File: src/rtl/if_fetch_stage_pkg.sv
// Shared definitions for the instruction-fetch stage: datapath width, NOP encoding, FSM states.
package if_fetch_stage_pkg;

  localparam int XLEN = 32;

  localparam logic [XLEN-1:0] IF_NOP_INST = 32'h0000_0013;

  typedef enum logic [2:0] {
    ST_IDLE = 3'd0,
    ST_REQ  = 3'd1,
    ST_WAIT = 3'd2,
    ST_FULL = 3'd3,
    ST_TRAP = 3'd4
  } fetch_state_e;

endpackage

File: src/rtl/if_fetch_stage_if.sv
// Bundle of the fetch stage's instruction-memory, redirect and decode-side signals.
interface if_fetch_stage_if;
  import if_fetch_stage_pkg::*;

  logic            imem_req;
  logic [XLEN-1:0] imem_addr;
  logic            imem_gnt;
  logic            imem_rvalid;
  logic [XLEN-1:0] imem_rdata;

  logic            redirect_valid;
  logic [XLEN-1:0] redirect_target;

  logic            id_ready;
  logic            id_valid;
  logic [XLEN-1:0] id_inst;
  logic [XLEN-1:0] id_pc;
  logic [XLEN-1:0] id_pc4;
  logic            fetch_misalign;

  modport master (
    output imem_req, imem_addr, id_valid, id_inst, id_pc, id_pc4, fetch_misalign,
    input  imem_gnt, imem_rvalid, imem_rdata, redirect_valid, redirect_target, id_ready
  );

  modport slave (
    input  imem_req, imem_addr, id_valid, id_inst, id_pc, id_pc4, fetch_misalign,
    output imem_gnt, imem_rvalid, imem_rdata, redirect_valid, redirect_target, id_ready
  );

endinterface

File: src/rtl/if_fetch_stage_pc_reg.sv
// Program counter with redirect load (priority) and sequential +4 advance, wrapping mod 2^32.
module if_fetch_stage_pc_reg
  import if_fetch_stage_pkg::*;
#(
  parameter logic [XLEN-1:0] RESET_PC = 32'h0000_0000
) (
  input  logic            clk,
  input  logic            rst_n,
  input  logic            load,
  input  logic [XLEN-1:0] load_pc,
  input  logic            advance,
  output logic [XLEN-1:0] pc,
  output logic [XLEN-1:0] pc4
);

  assign pc4 = pc + 32'd4;

  always_ff @(posedge clk or negedge rst_n) begin
    if (!rst_n) begin
      pc <= RESET_PC;
    end else if (load) begin
      pc <= load_pc;
    end else if (advance) begin
      pc <= pc4;
    end
  end

endmodule

File: src/rtl/if_fetch_stage.sv
// Instruction-fetch stage: one outstanding imem request, holds fetched word for decode, squashes on redirect.
// Optional misaligned-redirect trap enabled by defining IF_MISALIGN_TRAP_EN.
module if_fetch_stage
  import if_fetch_stage_pkg::*;
#(
  parameter logic [XLEN-1:0] RESET_PC = 32'h0000_0000,
  parameter logic [XLEN-1:0] NOP_INST = IF_NOP_INST
) (
  input  logic              clk,
  input  logic              rst_n,
  if_fetch_stage_if.master  bus
);

  fetch_state_e    state, state_nxt;
  logic            kill, kill_nxt;
  logic            trap_pend, trap_pend_nxt;
  logic            capture;
  logic            drop_id;
  logic [XLEN-1:0] pc, pc4;
  logic [XLEN-1:0] redir_pc;
  logic            redir_misalign;
  logic [XLEN-1:0] id_inst_q, id_pc_q, id_pc4_q;

`ifdef IF_MISALIGN_TRAP_EN
  assign redir_pc       = bus.redirect_target;
  assign redir_misalign = (bus.redirect_target[1:0] != 2'b00);
`else
  logic unused_target_lo;
  assign unused_target_lo = ^bus.redirect_target[1:0];
  assign redir_pc         = {bus.redirect_target[XLEN-1:2], 2'b00};
  assign redir_misalign   = 1'b0;
`endif

  if_fetch_stage_pc_reg #(
    .RESET_PC (RESET_PC)
  ) u_pc_reg (
    .clk     (clk),
    .rst_n   (rst_n),
    .load    (bus.redirect_valid),
    .load_pc (redir_pc),
    .advance (capture),
    .pc      (pc),
    .pc4     (pc4)
  );

  always_ff @(posedge clk or negedge rst_n) begin
    if (!rst_n) begin
      state     <= ST_IDLE;
      kill      <= 1'b0;
      trap_pend <= 1'b0;
    end else begin
      state     <= state_nxt;
      kill      <= kill_nxt;
      trap_pend <= trap_pend_nxt;
    end
  end

  // A redirect outranks every other event; a misaligned target still drains an in-flight response first.
  always_comb begin
    state_nxt     = state;
    kill_nxt      = kill;
    trap_pend_nxt = trap_pend;
    capture       = 1'b0;
    drop_id       = 1'b0;
    if (bus.redirect_valid) begin
      drop_id       = 1'b1;
      trap_pend_nxt = 1'b0;
      case (state)
        ST_REQ: begin
          if (bus.imem_gnt) begin
            state_nxt     = ST_WAIT;
            kill_nxt      = 1'b1;
            trap_pend_nxt = redir_misalign;
          end else begin
            state_nxt = redir_misalign ? ST_TRAP : ST_REQ;
          end
        end
        ST_WAIT: begin
          if (bus.imem_rvalid) begin
            kill_nxt  = 1'b0;
            state_nxt = redir_misalign ? ST_TRAP : ST_REQ;
          end else begin
            kill_nxt      = 1'b1;
            trap_pend_nxt = redir_misalign;
          end
        end
        default: state_nxt = redir_misalign ? ST_TRAP : ST_REQ;
      endcase
    end else begin
      case (state)
        ST_IDLE: state_nxt = ST_REQ;
        ST_REQ: begin
          if (bus.imem_gnt) state_nxt = ST_WAIT;
        end
        ST_WAIT: begin
          if (bus.imem_rvalid) begin
            if (kill) begin
              kill_nxt      = 1'b0;
              trap_pend_nxt = 1'b0;
              state_nxt     = trap_pend ? ST_TRAP : ST_REQ;
            end else begin
              capture   = 1'b1;
              state_nxt = ST_FULL;
            end
          end
        end
        ST_FULL: begin
          if (bus.id_ready) begin
            drop_id   = 1'b1;
            state_nxt = ST_REQ;
          end
        end
        ST_TRAP: state_nxt = ST_TRAP;
        default: state_nxt = ST_IDLE;
      endcase
    end
  end

  always_ff @(posedge clk or negedge rst_n) begin
    if (!rst_n) begin
      id_inst_q <= NOP_INST;
      id_pc_q   <= RESET_PC;
      id_pc4_q  <= RESET_PC + 32'd4;
    end else if (capture) begin
      id_inst_q <= bus.imem_rdata;
      id_pc_q   <= pc;
      id_pc4_q  <= pc4;
    end else if (drop_id) begin
      id_inst_q <= NOP_INST;
    end
  end

  assign bus.imem_req  = (state == ST_REQ);
  assign bus.imem_addr = pc;
  assign bus.id_valid  = (state == ST_FULL);
  assign bus.id_inst   = id_inst_q;
  assign bus.id_pc     = id_pc_q;
  assign bus.id_pc4    = id_pc4_q;

`ifdef IF_MISALIGN_TRAP_EN
  assign bus.fetch_misalign = (state == ST_TRAP);
`else
  assign bus.fetch_misalign = 1'b0;
`endif

`ifndef SYNTHESIS
  // Memory may only answer the single request the stage is waiting on.
  rvalid_only_in_wait: assert property (@(posedge clk) disable iff (!rst_n)
    bus.imem_rvalid |-> (state == ST_WAIT));
`endif

endmodule
File: src/flat_wrapper.sv
// flat-port wrapper written by rule: the top's interface ports become plain ports
module if_fetch_stage_flat import if_fetch_stage_pkg::*;
#(
  parameter logic [XLEN-1:0] RESET_PC = 32'h0000_0000,
  parameter logic [XLEN-1:0] NOP_INST = IF_NOP_INST
)
  (clk, rst_n, bus_imem_req, bus_imem_addr, bus_id_valid, bus_id_inst, bus_id_pc, bus_id_pc4, bus_fetch_misalign, bus_imem_gnt, bus_imem_rvalid, bus_imem_rdata, bus_redirect_valid, bus_redirect_target, bus_id_ready);
  if_fetch_stage_if bus_i ();
  input  logic clk;
  input  logic rst_n;
  output wire logic [$bits(bus_i.imem_req)-1:0] bus_imem_req;
  output wire logic [$bits(bus_i.imem_addr)-1:0] bus_imem_addr;
  output wire logic [$bits(bus_i.id_valid)-1:0] bus_id_valid;
  output wire logic [$bits(bus_i.id_inst)-1:0] bus_id_inst;
  output wire logic [$bits(bus_i.id_pc)-1:0] bus_id_pc;
  output wire logic [$bits(bus_i.id_pc4)-1:0] bus_id_pc4;
  output wire logic [$bits(bus_i.fetch_misalign)-1:0] bus_fetch_misalign;
  input wire logic [$bits(bus_i.imem_gnt)-1:0] bus_imem_gnt;
  input wire logic [$bits(bus_i.imem_rvalid)-1:0] bus_imem_rvalid;
  input wire logic [$bits(bus_i.imem_rdata)-1:0] bus_imem_rdata;
  input wire logic [$bits(bus_i.redirect_valid)-1:0] bus_redirect_valid;
  input wire logic [$bits(bus_i.redirect_target)-1:0] bus_redirect_target;
  input wire logic [$bits(bus_i.id_ready)-1:0] bus_id_ready;
  assign bus_imem_req = bus_i.imem_req;
  assign bus_imem_addr = bus_i.imem_addr;
  assign bus_id_valid = bus_i.id_valid;
  assign bus_id_inst = bus_i.id_inst;
  assign bus_id_pc = bus_i.id_pc;
  assign bus_id_pc4 = bus_i.id_pc4;
  assign bus_fetch_misalign = bus_i.fetch_misalign;
  assign bus_i.imem_gnt = bus_imem_gnt;
  assign bus_i.imem_rvalid = bus_imem_rvalid;
  assign bus_i.imem_rdata = bus_imem_rdata;
  assign bus_i.redirect_valid = bus_redirect_valid;
  assign bus_i.redirect_target = bus_redirect_target;
  assign bus_i.id_ready = bus_id_ready;
  if_fetch_stage #(.RESET_PC(RESET_PC), .NOP_INST(NOP_INST)) u_core (.clk(clk), .rst_n(rst_n), .bus(bus_i));
endmodule
File: config.mk
export PLATFORM = sky130hd
export DESIGN_NAME = if_fetch_stage_flat
export DESIGN_NICKNAME = d
export VERILOG_FILES = /design/src/rtl/if_fetch_stage_pkg.sv /design/src/rtl/if_fetch_stage_if.sv /design/src/rtl/if_fetch_stage_pc_reg.sv /design/src/rtl/if_fetch_stage.sv /design/src/flat_wrapper.sv
export SDC_FILE = /design/constraint.sdc
export NUM_CORES = 1
export LEC_CHECK = 0
export CORE_ASPECT_RATIO = 1.25
export CORE_UTILIZATION = 47
export CTS_BUF_LIST = sky130_fd_sc_hd__clkbuf_4
export CTS_CLUSTER_SIZE = 30
export DETAILED_ROUTE_END_ITERATION = 7
export PLACE_DENSITY_LB_ADDON = 0.05
export REMOVE_ABC_BUFFERS = 1
export SLEW_MARGIN = 20
export SYNTH_ARGS = -nofsm -noshare
export SYNTH_HDL_FRONTEND = slang
export SYNTH_SLANG_ARGS = --single-unit
File: constraint.sdc
create_clock -name clk -period 3.04 [get_ports clk]
set_clock_uncertainty 0.2 [all_clocks]
set_input_delay 0.76 -clock clk [delete_from_list [all_inputs] [get_ports clk]]
set_output_delay 0.76 -clock clk [all_outputs]
set_load 0.02 [all_outputs]
==> results of run 1 <==
## tightest hold or removal path, stage by stage, from the launching register on
cell and delay, ns:
dfrtp_1 0.35, nand2_1 0.05, nand2_1 0.05
## worst paths after layout
path	from	end	slack (ns)	cells past startpoint
worst max-delay path	u_core.state[1]	bus_id_valid	0.19	3
min in group asynchronous	rst_n	u_core.u_pc_reg.pc[12]	0.57	2
worst min-delay path	u_core.bus.id_pc[22]	u_core.bus.id_pc[22]	0.28	2
worst max register to register	u_core.u_pc_reg.pc[2]	u_core.u_pc_reg.pc[20]	0.65	6
worst min register to register	u_core.bus.id_pc[22]	u_core.bus.id_pc[22]	0.28	2
max in group asynchronous	rst_n	u_core.bus.id_pc4[2]	1.36	3
## layer usage
| layer | track usage [%] | vias up |
|---|---|---|
| met2 | 43.98 | 155 |
| met5 | 0 | - |
| li1 | - | 2351 |
| met3 | 7.057 | 8 |
| met4 | 7.731 | 0 |
| met1 | 28.67 | 2399 |
## layout make-up
| type | instances | area (sq um) | area share, % |
|---|---|---|---|
| Sequential cell | 126 | 3158 | 39.07 |
| Multi-Input combinational cell | 418 | 2425 | 30.00 |
| Timing Repair Buffer | 207 | 2069 | 25.60 |
| Tap cell | 164 | 205.2 | 2.539 |
| Clock buffer | 21 | 157.7 | 1.950 |
| Clock inverter | 10 | 50.05 | 0.6192 |
| Inverter | 4 | 15.01 | 0.1858 |
| Antenna cell | 1 | 2.502 | 0.03096 |
## layout by cell type (no fill, tap or decap), types with 2 or more instances in the layout
cell	synthesis	routed
and2_1	4	4
and3_1	5	4
a22o_1	29	29
o22ai_1	2	2
nor3_1	9	9
nand3_1	16	15
a21oi_1	2	2
nand2b_1	2	2
dfrtp_1	122	122
buf_12	0	3
nor4_4	4	4
nor2_1	10	10
nand2_1	169	169
o21ai_0	52	52
clkbuf_4	0	21
nor2b_2	0	3
buf_4	11	12
dfstp_2	4	4
clkinv_1	0	2
nand4_1	16	16
xnor2_1	20	20
nand3_4	1	2
and4_1	2	2
mux2i_1	3	3
o22a_1	3	3
conb_1	1	7
o21ai_1	5	5
clkinv_2	0	7
clkdlybuf4s50_1	0	187
inv_1	4	4
nor4_1	4	4
xor2_1	32	32
## logic make-up (layout without fill, tap and decap cells)
family,Yosys count,count (layout),synth area share (%)
fa+ha+maj,1,1,0.2119
flops,126,126,53.50
other cells,1,8,0.06353
xor+xnor,52,52,7.715
simple gates,252,252,20.31
buf+inv,60,242,6.380
mux,3,3,0.5087
compound gates,103,103,11.32
## stage by stage
stage | setup WS, ns | util (%) | instance area [sq um] | power (mW)
after detailed placement | 0.2034 | 64.30 | 7856 | 4.020
after global routing | 0.06767 | 66.15 | 8083 | 5.179
after floorplan | -0.5489 | - | 5564 | 3.054
after CTS | 0.05027 | 66.11 | 8078 | 4.947
after global placement | 0.2337 | 64.30 | 7856 | 3.972
final | 0.1874 | 66.15 | 8083 | 4.889
## flip-flops by register name, indices dropped and copies added, names as in the netlist
signal,flops
u_core.u_pc_reg.pc,30
u_core.bus.id_inst,32
u_core.state,3
u_core.kill,1
u_core.bus.id_pc,30
u_core.bus.id_pc4,30
## power by group through the flow
stage / sequential [mW] / combinational [mW] / clock, mW
5_1_grt: 2.30 / 1.86 / 1.03
4_1_cts: 2.26 / 1.74 / 0.952
2_1_floorplan: 2.61 / 0.444 / 0
6_report: 2.25 / 1.72 / 0.918
3_3_place_gp: 2.27 / 1.70 / 0
3_5_place_dp: 2.28 / 1.74 / 0
## timing repair
item / 4_1_cts / 5_1_grt
endpoints found under the hold margin: 21 / 0
resized for setup: 3 / 1
setup endpoints to repair: 2 / 1
pin swaps: 0 / 0
hold buffers: 1 / 0
==> impl_metrics.env, run 1 <==
export IMPL_cp_max_fo=8
export IMPL_drt_vias_per_instance=5.166
export IMPL_timing_hold_violations_final=0
export IMPL_initial_utilization_pct=48.32
export IMPL_synth_cells_most_frequent="169 x nand2_1, 122 x dfrtp_1, 52 x o21ai_0"
export IMPL_highest_signal_layer="met4"
export IMPL_worst_pin_slew_ns=0.5526
export IMPL_post_cts_setup_buffer_count=0
export IMPL_fp_dieArea_sq_um=13020
export IMPL_fin_crit_ns=2.853
export IMPL_maxCapViolations=0
export IMPL_dpl_cell_count=918
export IMPL_grt_util_all_layers_pct=24.84
export IMPL_clock_latency_of_the_later_clocked_register_in_the_worst_skew_pair_ns=0.51
export IMPL_fraction_of_registers_with_async_set_or_reset_after_synthesis_pct=100.0
export IMPL_route_layer_met1_wl_um=6123
export IMPL_starting_drc_count_in_detailed_routing=163
export IMPL_crit_family="flip-flops"
export IMPL_worstPathRequired_ns=2.08
export IMPL_via_count_of_the_first_global_routing_pass=4993
export IMPL_dpl_hpwl_um=10850
export IMPL_p_int_mw=3.154
export IMPL_drt_first_pass_iters=6
export IMPL_synth_enable_flop_cells=0
export IMPL_cts_max_level=4
export IMPL_fillers=1033
export IMPL_power_frac_seq_pct=46.1
export IMPL_cts_sink_count=126
export IMPL_drt_wirelength_per_cell_um=16.07
export IMPL_synth_most_common_cell="nand2_1"
export IMPL_tritoncts_clock_tree="built"
export IMPL_max_vdd_ir_drop_mv=0.2569
export IMPL_rsz0062_at_grt="false"
export IMPL_drt_drc_violations_left=0
export IMPL_report_final_slew_viol_count=0
export IMPL_synthFlopType="dfrtp_1"
export IMPL_hold_class="reg -> reg"
export IMPL_leakagePower_nw=3.522
export IMPL_worst_setup_path_type="reg -> out"
export IMPL_postSynthRegisterBits=126
export IMPL_io_pin_count=201
export IMPL_die_y_um=127.3
export IMPL_cts_made_buffers=17
export IMPL_timing_critical_path_arrival_ns=1.89
export IMPL_critical_path_cell_chain="nor2b_2 > and2_1 > dlygate4sd2_1"
export IMPL_routed_via_count=4913
export IMPL_slew_limit_headroom_pct=63.16
export IMPL_finalWeightedCongestion=0.8288
export IMPL_clkTransAtPathRegs_ns=0.10
export IMPL_yosys_top_cells_area="dfrtp_1 52%, nand2_1 11%, xor2_1 4.7%, o21ai_0 4.4%, a22o_1 4.3%"
export IMPL_ys_warnings_count=0
export IMPL_tns_ns=0
export IMPL_wl_met3_um=950
export IMPL_met2_routed_length_um=8054
export IMPL_yosys_area_top_type="dfrtp_1"
export IMPL_combinationalPowerShare_pct=35.1
export IMPL_synth_seq_area_share_pct=53.50
export IMPL_grt_remaining_overflow=0
export IMPL_netlist_area_sq_um=5903
export IMPL_syn_to_final_growth_pct=36.92
export IMPL_synth_largest_type_area_fraction_pct=51.72
export IMPL_grt_start_max_net_pins=60
export IMPL_report_final_setup_viol=0
export IMPL_pwr_share_clk_pct=18.8
export IMPL_fin_nets=845
export IMPL_postSynthAreaPerCell_sq_um=9.872
export IMPL_synthesis_instances=598
export IMPL_critical_path_slowest_cell="dfrtp_1"
export IMPL_chipWidth_um=102.2
export IMPL_final_period_utilization_pct=93.84
export IMPL_drive_gt1_share_pct=8.524
export IMPL_net_switching_power_mw=1.734
export IMPL_cts_root_buf="clkbuf_4"
export IMPL_critical_path_buf_inv_count=1
export IMPL_cts_buffer_depth=2
export IMPL_run_status="complete, no violations"
export IMPL_critPathLaunchType="flip-flop"
export IMPL_grt_first_pass_wirelength_um=24590
export IMPL_antenna_left=0
export IMPL_critical_path_max_stage_delay_ns=0.51
export IMPL_routed_wl_um=15290
export IMPL_clock_fmax_mhz=350.6
export IMPL_synthDistinctLibCells=54
export IMPL_sw_frac_of_total_pct=35.48
export IMPL_buffer_ports_inserted=191
export IMPL_worstSetupEndpointType="output port"
export IMPL_core_area_sq_um=12220
export IMPL_instances_no_fill=951
export IMPL_number_of_rows_created_at_floorplan=45
export IMPL_power_density_nw_per_um2=604.8
export IMPL_fin_worst_hold_slack_ns=0.2816
export IMPL_grt_antenna_before_repair=1
No activity file was read; power rests on OpenSTA's default activity.
==> inputs of run 2 (changes only) <==
--- a/config.mk
+++ b/config.mk
@@ -5,8 +5,9 @@
 export SDC_FILE = /design/constraint.sdc
 export NUM_CORES = 1
 export LEC_CHECK = 0
+export CAP_MARGIN = 20
 export CORE_ASPECT_RATIO = 1.25
-export CORE_UTILIZATION = 47
+export CORE_UTILIZATION = 51
 export CTS_BUF_LIST = sky130_fd_sc_hd__clkbuf_4
 export CTS_CLUSTER_SIZE = 30
 export DETAILED_ROUTE_END_ITERATION = 7
==> constraint.sdc (replaced) <==
create_clock -name clk -period 3.3 [get_ports clk]
set_clock_uncertainty 0.2 [all_clocks]
set_input_delay 0.825 -clock clk [delete_from_list [all_inputs] [get_ports clk]]
set_output_delay 0.825 -clock clk [all_outputs]
set_load 0.02 [all_outputs]
==> run 2 against run 1 <==
- the flow now finishes with violations (design-rule violations)
- worst setup slack lost 0.019 ns
- critical path type unchanged
- largest power group unchanged
- critical endpoint unchanged
- cell count is 3.6% lower
- combinational power is 8% lower
- total power shrank 3.1%
- clock-buffer cell count is the same
- sequential share of layout area about the same
- hold slack got worse by 0.16 ns
- via count fell by 1.8%
==> impl_metrics.env, run 2 (synthesized netlist as in run 1, its figures left out) <==
export IMPL_grt_util_all_layers_pct=26.01
export IMPL_initial_utilization_pct=52.75
export IMPL_clkTransAtPathRegs_ns=0.11
export IMPL_worstPathRequired_ns=2.27
export IMPL_maxCapViolations=0
export IMPL_cts_sink_count=126
export IMPL_report_final_setup_viol=0
export IMPL_via_count_of_the_first_global_routing_pass=5000
export IMPL_buffer_ports_inserted=191
export IMPL_critical_path_buf_inv_count=1
export IMPL_failed_checks="design-rule violations"
export IMPL_rsz0062_at_grt="false"
export IMPL_dpl_hpwl_um=10600
export IMPL_grt_antenna_before_repair=1
export IMPL_fin_worst_hold_slack_ns=0.1200
export IMPL_place_ws_ns=0.3160
export IMPL_antenna_left=0
export IMPL_critical_path_cell_count=3
export IMPL_timing_critical_path_from="u_core.state[1]"
export IMPL_tritoncts_clock_tree="built"
export IMPL_drt_wirelength_per_cell_um=16.17
export IMPL_run_status="finished with violations"
export IMPL_clock_latency_of_the_later_clocked_register_in_the_worst_skew_pair_ns=0.51
export IMPL_clock_fmax_mhz=319.3
export IMPL_ff2ff_setup_slack_ns=0.91
export IMPL_number_of_rows_created_at_floorplan=43
export IMPL_final_period_utilization_pct=94.90
export IMPL_critical_path_cell_chain="nor2b_2 > and2_1 > clkdlybuf4s50_1"
export IMPL_cts_made_buffers=17
export IMPL_fin_ws_ns=0.1682
export IMPL_timing_critical_path_arrival_ns=2.11
export IMPL_fillers=854
export IMPL_grt_start_max_net_pins=64
export IMPL_slew_limit_headroom_pct=55.77
export IMPL_worst_setup_path_type="reg -> out"
export IMPL_drt_first_pass_iters=8
export IMPL_critical_path_reg2reg_startpoint="u_core.u_pc_reg.pc[2]"
export IMPL_critical_path_slowest_cell="clkdlybuf4s50_1"
export IMPL_ctsHoldBuffers=0
export IMPL_grt_first_pass_wirelength_um=24270
export IMPL_worst_r2r_endpoint="u_core.bus.id_pc4[20]"
export IMPL_finalWeightedCongestion=0.8195
export IMPL_fin_crit_ns=3.132
export IMPL_core_area_sq_um=11190
export IMPL_cts_root_buf="clkbuf_4"
export IMPL_drt_vias_per_instance=5.260
export IMPL_starting_drc_count_in_detailed_routing=217
export IMPL_cp_max_fo=8
export IMPL_leakagePower_nw=3.519
export IMPL_grt_remaining_overflow=0
export IMPL_routed_via_count=4823
export IMPL_critical_path_max_stage_delay_ns=0.64
export IMPL_power_density_nw_per_um2=585.9
export IMPL_fin_nets=840
export IMPL_worstSetupEndpointType="output port"
export IMPL_report_final_slew_viol_count=0
export IMPL_largest_register_ff_count=32
export IMPL_fp_dieArea_sq_um=12010
export IMPL_crit_family="buffers and inverters"
export IMPL_critPathLaunchType="flip-flop"
export IMPL_cts_max_level=4
export IMPL_max_vdd_ir_drop_mv=0.2534
export IMPL_routed_wl_um=14830
export IMPL_drt_drc_violations_left=11
export IMPL_drive_gt1_share_pct=7.939
export IMPL_hold_class="in -> async"
export IMPL_chipWidth_um=98.23
export IMPL_reg2regPathDepth=6
export IMPL_final_common_cell="clkdlybuf4s50_1"
export IMPL_timing_hold_violations_final=0
export IMPL_io_pin_count=201
export IMPL_most_used_cells_in_the_layout_excluding_fill_and_tap_cells="189 x clkdlybuf4s50_1, 169 x nand2_1, 121 x dfrtp_1"
export IMPL_die_y_um=122.3
export IMPL_syn_to_final_growth_pct=36.94
export IMPL_worst_pin_slew_ns=0.6634
export IMPL_cts_buffer_depth=2
export IMPL_crit_path_end="bus_id_valid"
-- run 2: changes by cell type in the layout (fill, tap and decap cells not counted), moves of 2 or more --
cell / delta
bufinv_16: +3
clkinv_2: -3
buf_4: -4
clkdlybuf4s50_1: +2
-- run 2: how the worst min path moves through the flow --
| stage | start | to | slack [ns] |
|---|---|---|---|
| global placement | u_core.bus.id_pc4[6] | u_core.bus.id_pc4[6] | 0.25 |
| CTS | rst_n | u_core.bus.id_pc[11] | 0.11 |
| floorplan | u_core.state[0] | u_core.state[2] | 0.28 |
| finish | rst_n | u_core.bus.id_pc[11] | 0.12 |
| global route | rst_n | u_core.bus.id_pc[11] | 0.13 |
| detailed placement | u_core.bus.id_pc4[6] | u_core.bus.id_pc4[6] | 0.26 |
-- run 2: what timing repair did --
action	CTS	global route
buffers inserted	0	0
gates resized for setup	1	1
pin swaps	0	0
setup endpoints to repair	1	1
-- run 2: through the flow --
stage / util [%] / std cells / instance area (sq um) / TNS (ns) / total power, mW
after floorplan: - / 548 / 5564 / -16.26 / 2.813
final: 72.24 / 917 / 8084 / 0 / 4.737
after global routing: 72.24 / 917 / 8084 / 0 / 4.997
after detailed placement: 69.69 / 885 / 7799 / 0 / 3.695
after CTS: 72.20 / 916 / 8080 / 0 / 4.779
after global placement: 69.69 / 885 / 7799 / 0 / 3.646
-- run 2: power by group --
part | leakage [nW] | switching [mW] | internal [mW]
clock network | 0.159 | 0.535 | 0.543
logic | 1.72 | 0.821 | 0.760
registers | 1.64 | 0.242 | 1.84
-- run 2: final cells by class --
type / instances / area (sq um) / area share (%)
repair buffers: 202 / 2037 / 25.20
diodes: 1 / 2.502 / 0.03095
clock buffers: 21 / 157.7 / 1.950
multi-input cells: 418 / 2422 / 29.96
flip-flops and latches: 126 / 3159 / 39.08
clock inverters: 10 / 121.4 / 1.501
well taps: 135 / 168.9 / 2.089
inverters: 4 / 15.01 / 0.1857
-- run 2: per-layer routing --
metal	vias up	GRT usage (%)	share of wire, %
li1	2334	-	-
met2	159	46.30	52
met4	0	10.17	1.3
met3	14	6.606	6.5
met5	-	0	0
met1	2316	30.21	40
